===== config.mk =====
export PLATFORM = sky130hd
export DESIGN_NAME = freq_meter
export DESIGN_NICKNAME = d
export VERILOG_FILES = /design/src/rtl/freq_meter_pkg.sv /design/src/rtl/freq_meter_sig_edge_sync.sv /design/src/rtl/freq_meter.sv
export SDC_FILE = /design/constraint.sdc
export NUM_CORES = 1
export LEC_CHECK = 0
export CAP_MARGIN = 20
export CELL_PAD_IN_SITES_DETAIL_PLACEMENT = 0
export CELL_PAD_IN_SITES_GLOBAL_PLACEMENT = 2
export CORE_MARGIN = 1.5
export CORE_UTILIZATION = 35
export CTS_CLUSTER_DIAMETER = 200
export DETAILED_ROUTE_END_ITERATION = 8
export DONT_BUFFER_PORTS = 1
export GPL_ROUTABILITY_DRIVEN = 0
export PLACE_DENSITY_LB_ADDON = 0.1
export SYNTH_ARGS = -nofsm -noshare
export SYNTH_HDL_FRONTEND = slang
export SYNTH_HIERARCHICAL = 1
export SYNTH_SLANG_ARGS = --single-unit

===== constraint.sdc =====
create_clock -name fpga_clk -period 2.5 [get_ports fpga_clk]
set_input_delay 0.125 -clock fpga_clk [delete_from_list [all_inputs] [get_ports fpga_clk]]
set_output_delay 0.125 -clock fpga_clk [all_outputs]
set_load 0.05 [all_outputs]

===== src/rtl/freq_meter_pkg.sv =====
// Shared definitions for the frequency meter: FSM encodings, decimal
// multipliers for building clock-rate parameters, and gate-window sizing.
package freq_meter_pkg;

    typedef enum logic [1:0] {
        ST_IDLE = 2'd0,
        ST_ARM  = 2'd1,
        ST_RUN  = 2'd2
    } state_e;

    localparam int unsigned K_MULT = 1_000;
    localparam int unsigned M_MULT = 1_000_000;

    function automatic int unsigned gate_cyc(input int unsigned clk_hz,
                                             input int unsigned gate_hz);
        return clk_hz / gate_hz;
    endfunction

    // A one-cycle window still needs a 1-bit counter to stay legal.
    function automatic int unsigned gate_w(input int unsigned cyc);
        return (cyc > 1) ? $clog2(cyc) : 1;
    endfunction

endpackage


===== src/rtl/freq_meter_sig_edge_sync.sv =====
// Two-flop synchronizer plus a delay flop; o_rise flags a rising edge of i_sig.
// Latency: edge visible 2 fpga_clk cycles after i_sig is sampled; free-running, no stall.
module sig_edge_sync
    import freq_meter_pkg::*;
(
    input  logic fpga_clk,
    input  logic rst,
    input  logic i_sig,
    output logic o_rise
);

    logic sync1_q, sync1_d;
    logic sync2_q, sync2_d;
    logic sync3_q, sync3_d;

    always_comb begin
        sync1_d = i_sig;
        sync2_d = sync1_q;
        sync3_d = sync2_q;
    end

    always_ff @(posedge fpga_clk) begin
        if (rst) begin
            sync1_q <= 1'b0;
            sync2_q <= 1'b0;
            sync3_q <= 1'b0;
        end else begin
            sync1_q <= sync1_d;
            sync2_q <= sync2_d;
            sync3_q <= sync3_d;
        end
    end

    assign o_rise = sync2_q & ~sync3_q;

endmodule


===== src/rtl/freq_meter.sv =====
// Counts rising edges of an asynchronous signal over back-to-back gate windows.
// Latency: o_valid one cycle after the last window cycle; no backpressure, results are pulsed.
module freq_meter
    import freq_meter_pkg::*;
#(
    parameter int unsigned CLK_HZ  = 100 * M_MULT,
    parameter int unsigned GATE_HZ = 1,
    parameter int unsigned CNT_W   = 32
) (
    input  logic             fpga_clk,
    input  logic             rst,
    input  logic             i_sig,
    input  logic             i_en,
    output logic [CNT_W-1:0] o_count,
    output logic             o_valid,
    output logic             o_ovf
);

    localparam int unsigned        GATE_CYC  = gate_cyc(CLK_HZ, GATE_HZ);
    localparam int unsigned        GATE_W    = gate_w(GATE_CYC);
    localparam logic [GATE_W-1:0]  GATE_LAST = GATE_W'(GATE_CYC - 1);
    localparam logic [CNT_W-1:0]   CNT_MAX   = '1;

    logic rise;

    sig_edge_sync u_sync (
        .fpga_clk (fpga_clk),
        .rst      (rst),
        .i_sig    (i_sig),
        .o_rise   (rise)
    );

    state_e             state_q, state_d;
    logic [GATE_W-1:0]  gate_q, gate_d;
    logic [CNT_W-1:0]   edge_q, edge_d;
    logic               ovf_q, ovf_d;
    logic [CNT_W-1:0]   count_q, count_d;
    logic               valid_q, valid_d;
    logic               ovf_out_q, ovf_out_d;

    logic               edge_sat;
    logic [CNT_W-1:0]   edge_next;
    logic               ovf_next;

    // An edge arriving while already at the ceiling is a lost edge: flag it.
    always_comb begin
        edge_sat  = rise && (edge_q == CNT_MAX);
        edge_next = edge_q + CNT_W'(rise && !edge_sat);
        ovf_next  = ovf_q | edge_sat;
    end

    always_comb begin
        state_d   = state_q;
        gate_d    = gate_q;
        edge_d    = edge_q;
        ovf_d     = ovf_q;
        count_d   = count_q;
        ovf_out_d = ovf_out_q;
        valid_d   = 1'b0;

        case (state_q)
            ST_IDLE: begin
                gate_d = '0;
                edge_d = '0;
                ovf_d  = 1'b0;
                if (i_en) state_d = ST_ARM;
            end
            ST_ARM: begin
                gate_d  = '0;
                edge_d  = '0;
                ovf_d   = 1'b0;
                state_d = i_en ? ST_RUN : ST_IDLE;
            end
            ST_RUN: begin
                if (!i_en) begin
                    state_d = ST_IDLE;
                    gate_d  = '0;
                    edge_d  = '0;
                    ovf_d   = 1'b0;
                end else if (gate_q == GATE_LAST) begin
                    // Publish and restart in the same cycle so windows abut.
                    count_d   = edge_next;
                    ovf_out_d = ovf_next;
                    valid_d   = 1'b1;
                    gate_d    = '0;
                    edge_d    = '0;
                    ovf_d     = 1'b0;
                end else begin
                    gate_d = gate_q + GATE_W'(1);
                    edge_d = edge_next;
                    ovf_d  = ovf_next;
                end
            end
            default: begin
                state_d = ST_IDLE;
                gate_d  = '0;
                edge_d  = '0;
                ovf_d   = 1'b0;
            end
        endcase
    end

    always_ff @(posedge fpga_clk) begin
        if (rst) begin
            state_q   <= ST_IDLE;
            gate_q    <= '0;
            edge_q    <= '0;
            ovf_q     <= 1'b0;
            count_q   <= '0;
            valid_q   <= 1'b0;
            ovf_out_q <= 1'b0;
        end else begin
            state_q   <= state_d;
            gate_q    <= gate_d;
            edge_q    <= edge_d;
            ovf_q     <= ovf_d;
            count_q   <= count_d;
            valid_q   <= valid_d;
            ovf_out_q <= ovf_out_d;
        end
    end

    assign o_count = count_q;
    assign o_valid = valid_q;
    assign o_ovf   = ovf_out_q;

endmodule


==> results of run 1 <==
## what timing repair did
| item | 4_1_cts | 5_1_grt |
|---|---|---|
| setup endpoints to repair | 0 | 47 |
| hold buffers | 3 | 0 |
| setup buffers | 0 | 2 |
| hold endpoints to repair | 39 | 0 |
| resized for setup | 0 | 26 |
## layer usage
metal  share of wire, %  up-vias  track usage (%)
met1                 47     1421             20.8
li1                   -     1566                -
met2                 47       31             26.1
met5                  0        -                0
met4                2.2        0             8.24
met3                3.6       12             4.17
## cells by family after synthesis
group	count (synthesis)	synth area share, %
and+or+nand+nor	217	27.3
adders and majority gates	3	0.931
DFF	99	49.2
muxes	2	0.497
xor gates and xnor gates	55	12.0
buffers and inverters	31	3.79
AOI/OAI and AO/OA	34	6.36
## area by class of cell
cell class	instances	area share, %
Clock buffer	12	5.42
Clock inverter	4	1.93
Inverter	9	0.687
Multi-Input combinational cell	311	40.2
Sequential cell	99	40.4
Tap cell	143	3.64
Timing Repair Buffer	44	7.66
## Yosys cell counts
master / instances / area [sq um]
nor2_1: 106 / 398
dfxtp_1: 99 / 1980
xnor2_1: 31 / 272
a211oi_1: 30 / 225
xor2_1: 24 / 210
nand2_1: 21 / 78.8
nand3_1: 21 / 105
nand4_1: 16 / 100
nor3_1: 15 / 75.1
buf_2: 11 / 55.1
inv_1: 9 / 33.8
nor4_1: 7 / 43.8
clkbuf_1: 6 / 22.5
and3_1: 5 / 31.3
and4_1: 5 / 43.8
nor2b_1: 5 / 31.3
buf_4: 4 / 30.0
ha_1: 3 / 37.5
and4bb_2: 2 / 25.0
mux2i_1: 2 / 20.0
nand2b_1: 2 / 12.5
nand4_4: 2 / 42.5
nor4_4: 2 / 42.5
a211oi_2: 1 / 12.5
a21boi_0: 1 / 7.51
a21oi_1: 1 / 5.00
a31oi_1: 1 / 6.26
and2_1: 1 / 6.26
and4_2: 1 / 10.0
and4b_1: 1 / 10.0
buf_6: 1 / 11.3
nor2_2: 1 / 6.26
nor2b_2: 1 / 8.76
nor3_4: 1 / 16.3
or2_1: 1 / 6.26
or3_1: 1 / 6.26
## power groups by stage
| stage | clock (W) | sequential, W | combinational (W) |
|---|---|---|---|
| floorplan | 0 | 0.00162 | 0.0000183 |
| global placement | 0 | 0.00162 | 0.0000135 |
| detailed placement | 0 | 0.00162 | 0.0000135 |
| CTS | 0.00172 | 0.00158 | 0.0000305 |
| global route | 0.00179 | 0.00158 | 0.0000341 |
| finish | 0.00167 | 0.00158 | 0.0000305 |
## through the flow
stage | setup slack (ns) | power [W] | cell area [sq um]
global route | -0.0812 | 0.00340 | 4920
global placement | 0.108 | 0.00163 | 4400
detailed placement | 0.0605 | 0.00163 | 4400
CTS | 0.0426 | 0.00334 | 4800
finish | 0.125 | 0.00328 | 4920
floorplan | 0.0873 | 0.00164 | 4030
## final timing paths
| path | startpoint | endpoint | cells after the start |
|---|---|---|---|
| max | edge_q[1] | o_count[21] | 11 |
| min | rst | o_count[25] | 2 |
| max reg2reg | edge_q[1] | o_count[21] | 11 |
| min reg2reg | gate_q[0] | gate_q[0] | 1 |
## worst reg2reg max path, delay by kind of cell, from the launching register on
kind / cells / cell delay [ns]
flip-flops: 1 / 0.32
buffers and inverters: 2 / 0.31
AND/OR/NAND/NOR: 5 / 0.91
adder cells (fa/ha/maj): 1 / 0.20
AO/OA/AOI/OAI: 2 / 0.36
XOR/XNOR: 1 / 0.20
## flip-flops by register name, summed over array words and instances, names as in the netlist
signal	flops
ovf_q	1
state_q	2
u_sync/sync2_q	1
u_sync/sync1_q	1
gate_q	27
o_count	32
o_ovf	1
u_sync/sync3_q	1
o_valid	1
edge_q	32
==> results.json, run 1 <==
{
  "viasPerCell": 4.87,
  "core_area_sq_um": 11300,
  "ant_nets": 0,
  "start_kind": "flop",
  "worst_pin_slew_ns": 0.571,
  "clkTransAtPathRegs_ns": 0.07,
  "internal_power_w": 0.00265,
  "wl_per_cell_um": 14.5,
  "fin_crit_sh_pct": 95.0,
  "power.switching_w": 0.000628,
  "ys_ff_latch": 99,
  "num_io_pins": 38,
  "setup_tns_ns": 0,
  "ys_seq_area_share_pct": 49.2,
  "period_needed_ns": 2.38,
  "p_clk_share_pct": 50.8,
  "rsz0062_at_grt": "true",
  "finClkSkew_ns": 0.00710,
  "drt_wl_total_mm": 9.02,
  "slew_violations": 0,
  "syn_inst": 441,
  "cp_top_family": "simple AND/OR/NAND/NOR gates",
  "initial_core_util_pct": 35.6,
  "slew_headroom_pct": 61.9,
  "nets": 481,
  "die_y_um": 110,
  "gr-usage-all-layers_pct": 16.5,
  "grt_pass1_wl_mm": 15.2,
  "fmax_ghz": 0.421,
  "required_ns": 2.77,
  "status": "completed",
  "vdd_drop_max_mv": 0.371,
  "layout.cells.non_filler": 622,
  "leakage_nw": 1.58,
  "avgSynthCellArea_sq_um": 9.14,
  "drtPass1Iterations": 4,
  "clock_latency_ns": 0.35,
  "powerDensity_nw_per_um2": 667,
  "n_fill_cell": 1161,
  "hp-class": "input port to flop",
  "timing.critical_path.mode_cell": "nand4_1",
  "yosysUniqueCellTypes": 36,
  "swShare_pct": 19.1,
  "htree_levels": 3,
  "seqPwrFrac_pct": 48.3,
  "setup_viol": 0,
  "cts_inserted_buffers": 9,
  "hpwl_mm": 5.86,
  "drc_errors": 0,
  "r2r_slack_ns": 0.12,
  "register_area_sq_um": 1990,
  "combPwrFrac_pct": 0.9,
  "n_antenna_cell": 0,
  "areaGrowthSynthToFinish_pct": 22.0,
  "drtIter0Drc": 96,
  "maxCapViolCount": 0,
  "slowest_stage": "dfxtp_2",
  "cpPeakStageDelay_ns": 0.32,
  "utilization_pct": 43.4,
  "cts_tree": "built",
  "die_x_um": 110,
  "yosysWarnings": 6,
  "multi_input_area_sq_um": 1980,
  "holdWs_ns": 0.0747,
  "path_class": "flop to flop",
  "cp_max_fo": 6,
  "placed_cells_incl_taps": 600,
  "synth.cell_area_sq_um": 4030,
  "drive_gt1_share_pct": 18.8,
  "grt_max_degree": 39,
  "mappedNetlistNets": 448,
  "cp_cell_sequence": "and4_1 > and4_4 > a21boi_2 > ha_2 > buf_6 > nand4_1 > nor3_2 > buf_4 > nand4_1 > xor2_1 > a211oi_1",
  "layout_commonest_cell": "nor2_1",
  "antenna_found_initial": 0,
  "clock_path_buffers": 2,
  "io_buffers": 0,
  "crit_buf_inv": 2,
  "arrival_ns": 2.64,
  "crit_path_end_kind": "flop",
  "via_count": 3030,
  "layout_common_cells": "106 x nor2_1, 95 x dfxtp_1, 38 x buf_4, 30 x xnor2_1, 28 x a211oi_1",
  "cts.sinks": 99,
  "cts_root_buf": "clkbuf_16",
  "overflow": 0,
  "hold_viol_final": 0,
  "grt_pass1_vias": 3024,
  "fp.dieArea_sq_um": 12200,
  "rows": 39
}
Note: power is estimated with default switching activity, not from simulation.
==> run 2, diff against run 1 <==
Settings changed: BUFFER_PORTS_ARGS set to -buffer_cell sky130_fd_sc_hd__buf_2, CORE_UTILIZATION 35 to 33, DONT_BUFFER_PORTS 1 to unset.
==> results.json, run 2 (synthesis results as in run 1) <==
{
  "viasPerCell": 4.76,
  "core_area_sq_um": 12000,
  "layout_commonest_cell": "nor2_1",
  "hp-class": "input port to flop",
  "areaGrowthSynthToFinish_pct": 26.8,
  "vdd_drop_max_mv": 0.334,
  "die_y_um": 114,
  "setup_viol": 0,
  "place_ws_ns": -0.0390,
  "drc_errors": 0,
  "ant_nets": 0,
  "fin_crit_sh_pct": 97.0,
  "setup_tns_ns": 0,
  "slew_headroom_pct": 65.1,
  "utilization_pct": 42.7,
  "grt_max_degree": 48,
  "overflow": 0,
  "htree_levels": 3,
  "placed_cells_incl_taps": 644,
  "worst_slack_ns": 0.0738,
  "start_kind": "flop",
  "gr-usage-all-layers_pct": 15.3,
  "rows": 40,
  "grt_pass1_vias": 3071,
  "path_class": "flop to flop",
  "antenna_found_initial": 0,
  "layout_common_cells": "106 x nor2_1, 94 x dfxtp_1, 41 x buf_4, 38 x buf_2, 30 x xnor2_1",
  "leakage_nw": 1.83,
  "grt_pass1_wl_mm": 15.5,
  "clock_latency_ns": 0.35,
  "cts.sinks": 99,
  "io_buffers": 37,
  "final_cell_area_sq_um": 5110,
  "powerDensity_nw_per_um2": 592,
  "drive_gt1_share_pct": 26.2,
  "required_ns": 2.77,
  "n_antenna_cell": 0,
  "via_count": 3167,
  "period_needed_ns": 2.43,
  "die_x_um": 114,
  "slew_violations": 0,
  "cts_root_buf": "clkbuf_16",
  "clock_path_buffers": 2,
  "finClkSkew_ns": 0.00896,
  "layout.cells.non_filler": 666,
  "arrival_ns": 2.70,
  "nets": 522,
  "cts_inserted_buffers": 9,
  "hold_viol_final": 0,
  "fp.dieArea_sq_um": 12900,
  "cp_max_fo": 7,
  "drtIter0Drc": 130,
  "clkTransAtPathRegs_ns": 0.07,
  "wl_per_cell_um": 13.6,
  "drtPass1Iterations": 4,
  "rsz0062_at_grt": "true",
  "num_io_pins": 38,
  "cts_tree": "built",
  "initial_core_util_pct": 33.7,
  "dpl_cell_area_sq_um": 4610,
  "hpwl_mm": 6.07,
  "status": "completed",
  "fmax_ghz": 0.412,
  "worst_pin_slew_ns": 0.523,
  "drt_wl_total_mm": 9.07,
  "maxCapViolCount": 0,
  "crit_path_end_kind": "flop"
}
[run 2: cell count changes in the layout (fill, tap and decap cells not counted), moves of 2 or more]
cell,delta
buf_2,+38
a211oi_1,-4
a211oi_2,+4
buf_4,+3
buf_6,+2
bufinv_16,-2
clkbuf_1,+2
nor3_4,+2
[run 2: final timing paths]
| kind | start | to | slack [ns] | cells past startpoint |
|---|---|---|---|---|
| max | edge_q[31] | o_count[21] | 0.07 | 11 |
| min reg2reg | gate_q[0] | gate_q[0] | 0.44 | 1 |
| min | i_en | state_q[1] | 0.09 | 3 |
| max reg2reg | edge_q[31] | o_count[21] | 0.07 | 11 |
[run 2: power breakdown]
| part | internal [W] | switching (W) | total (W) |
|---|---|---|---|
| registers | 0.00158 | 0.00000209 | 0.00158 |
| clock network | 0.000825 | 0.000586 | 0.00141 |
| logic | 0.0000103 | 0.0000204 | 0.0000308 |
[run 2: metrics by stage]
stage | hold WS [ns] | total power [W]
finish | 0.0898 | 0.00302
detailed placement | 0.349 | 0.00165
CTS | 0.0770 | 0.00308
global placement | 0.355 | 0.00165
floorplan | 0.197 | 0.00164
global route | 0.118 | 0.00314
[run 2: repair_timing]
action | CTS | global route
pin swaps | 0 | 16
hold endpoints to repair | 1 | 0
gates resized for setup | 1 | 35
gates cloned | 0 | 1
setup buffers | 0 | 5
hold buffers | 1 | 0
endpoints found under the setup margin | 10 | 49
[run 2: layout make-up]
cell class              instances  area, sq um
inverters                       9         33.8
fillers                      1215         6850
well taps                     147          184
multi-input cells             311         2030
flip-flops and latches         99         1990
clock inverters                 2         35.0
repair buffers                 85          582
clock buffers                  13          260
[run 2: worst max-delay path: stages (launching register included)]
cell and delay [ns]:
dfxtp_2 0.32, and4_1 0.19, and4_4 0.19, a21boi_2 0.14
ha_2 0.20, buf_4 0.11, nand4_1 0.17, nor3_4 0.30
buf_6 0.17, nand4_1 0.14, xor2_2 0.22, a211oi_2 0.20
[run 2: layer usage]
metal / vias to the layer above / GRT usage (%) / routed length (um) / share of wire, %
met5: - / 0 / 0 / 0
met4: 0 / 7.00 / 182 / 2.0
met3: 13 / 2.76 / 231 / 2.5
met2: 40 / 22.6 / 3790 / 42
met1: 1470 / 21.8 / 4870 / 54
li1: 1644 / - / - / -
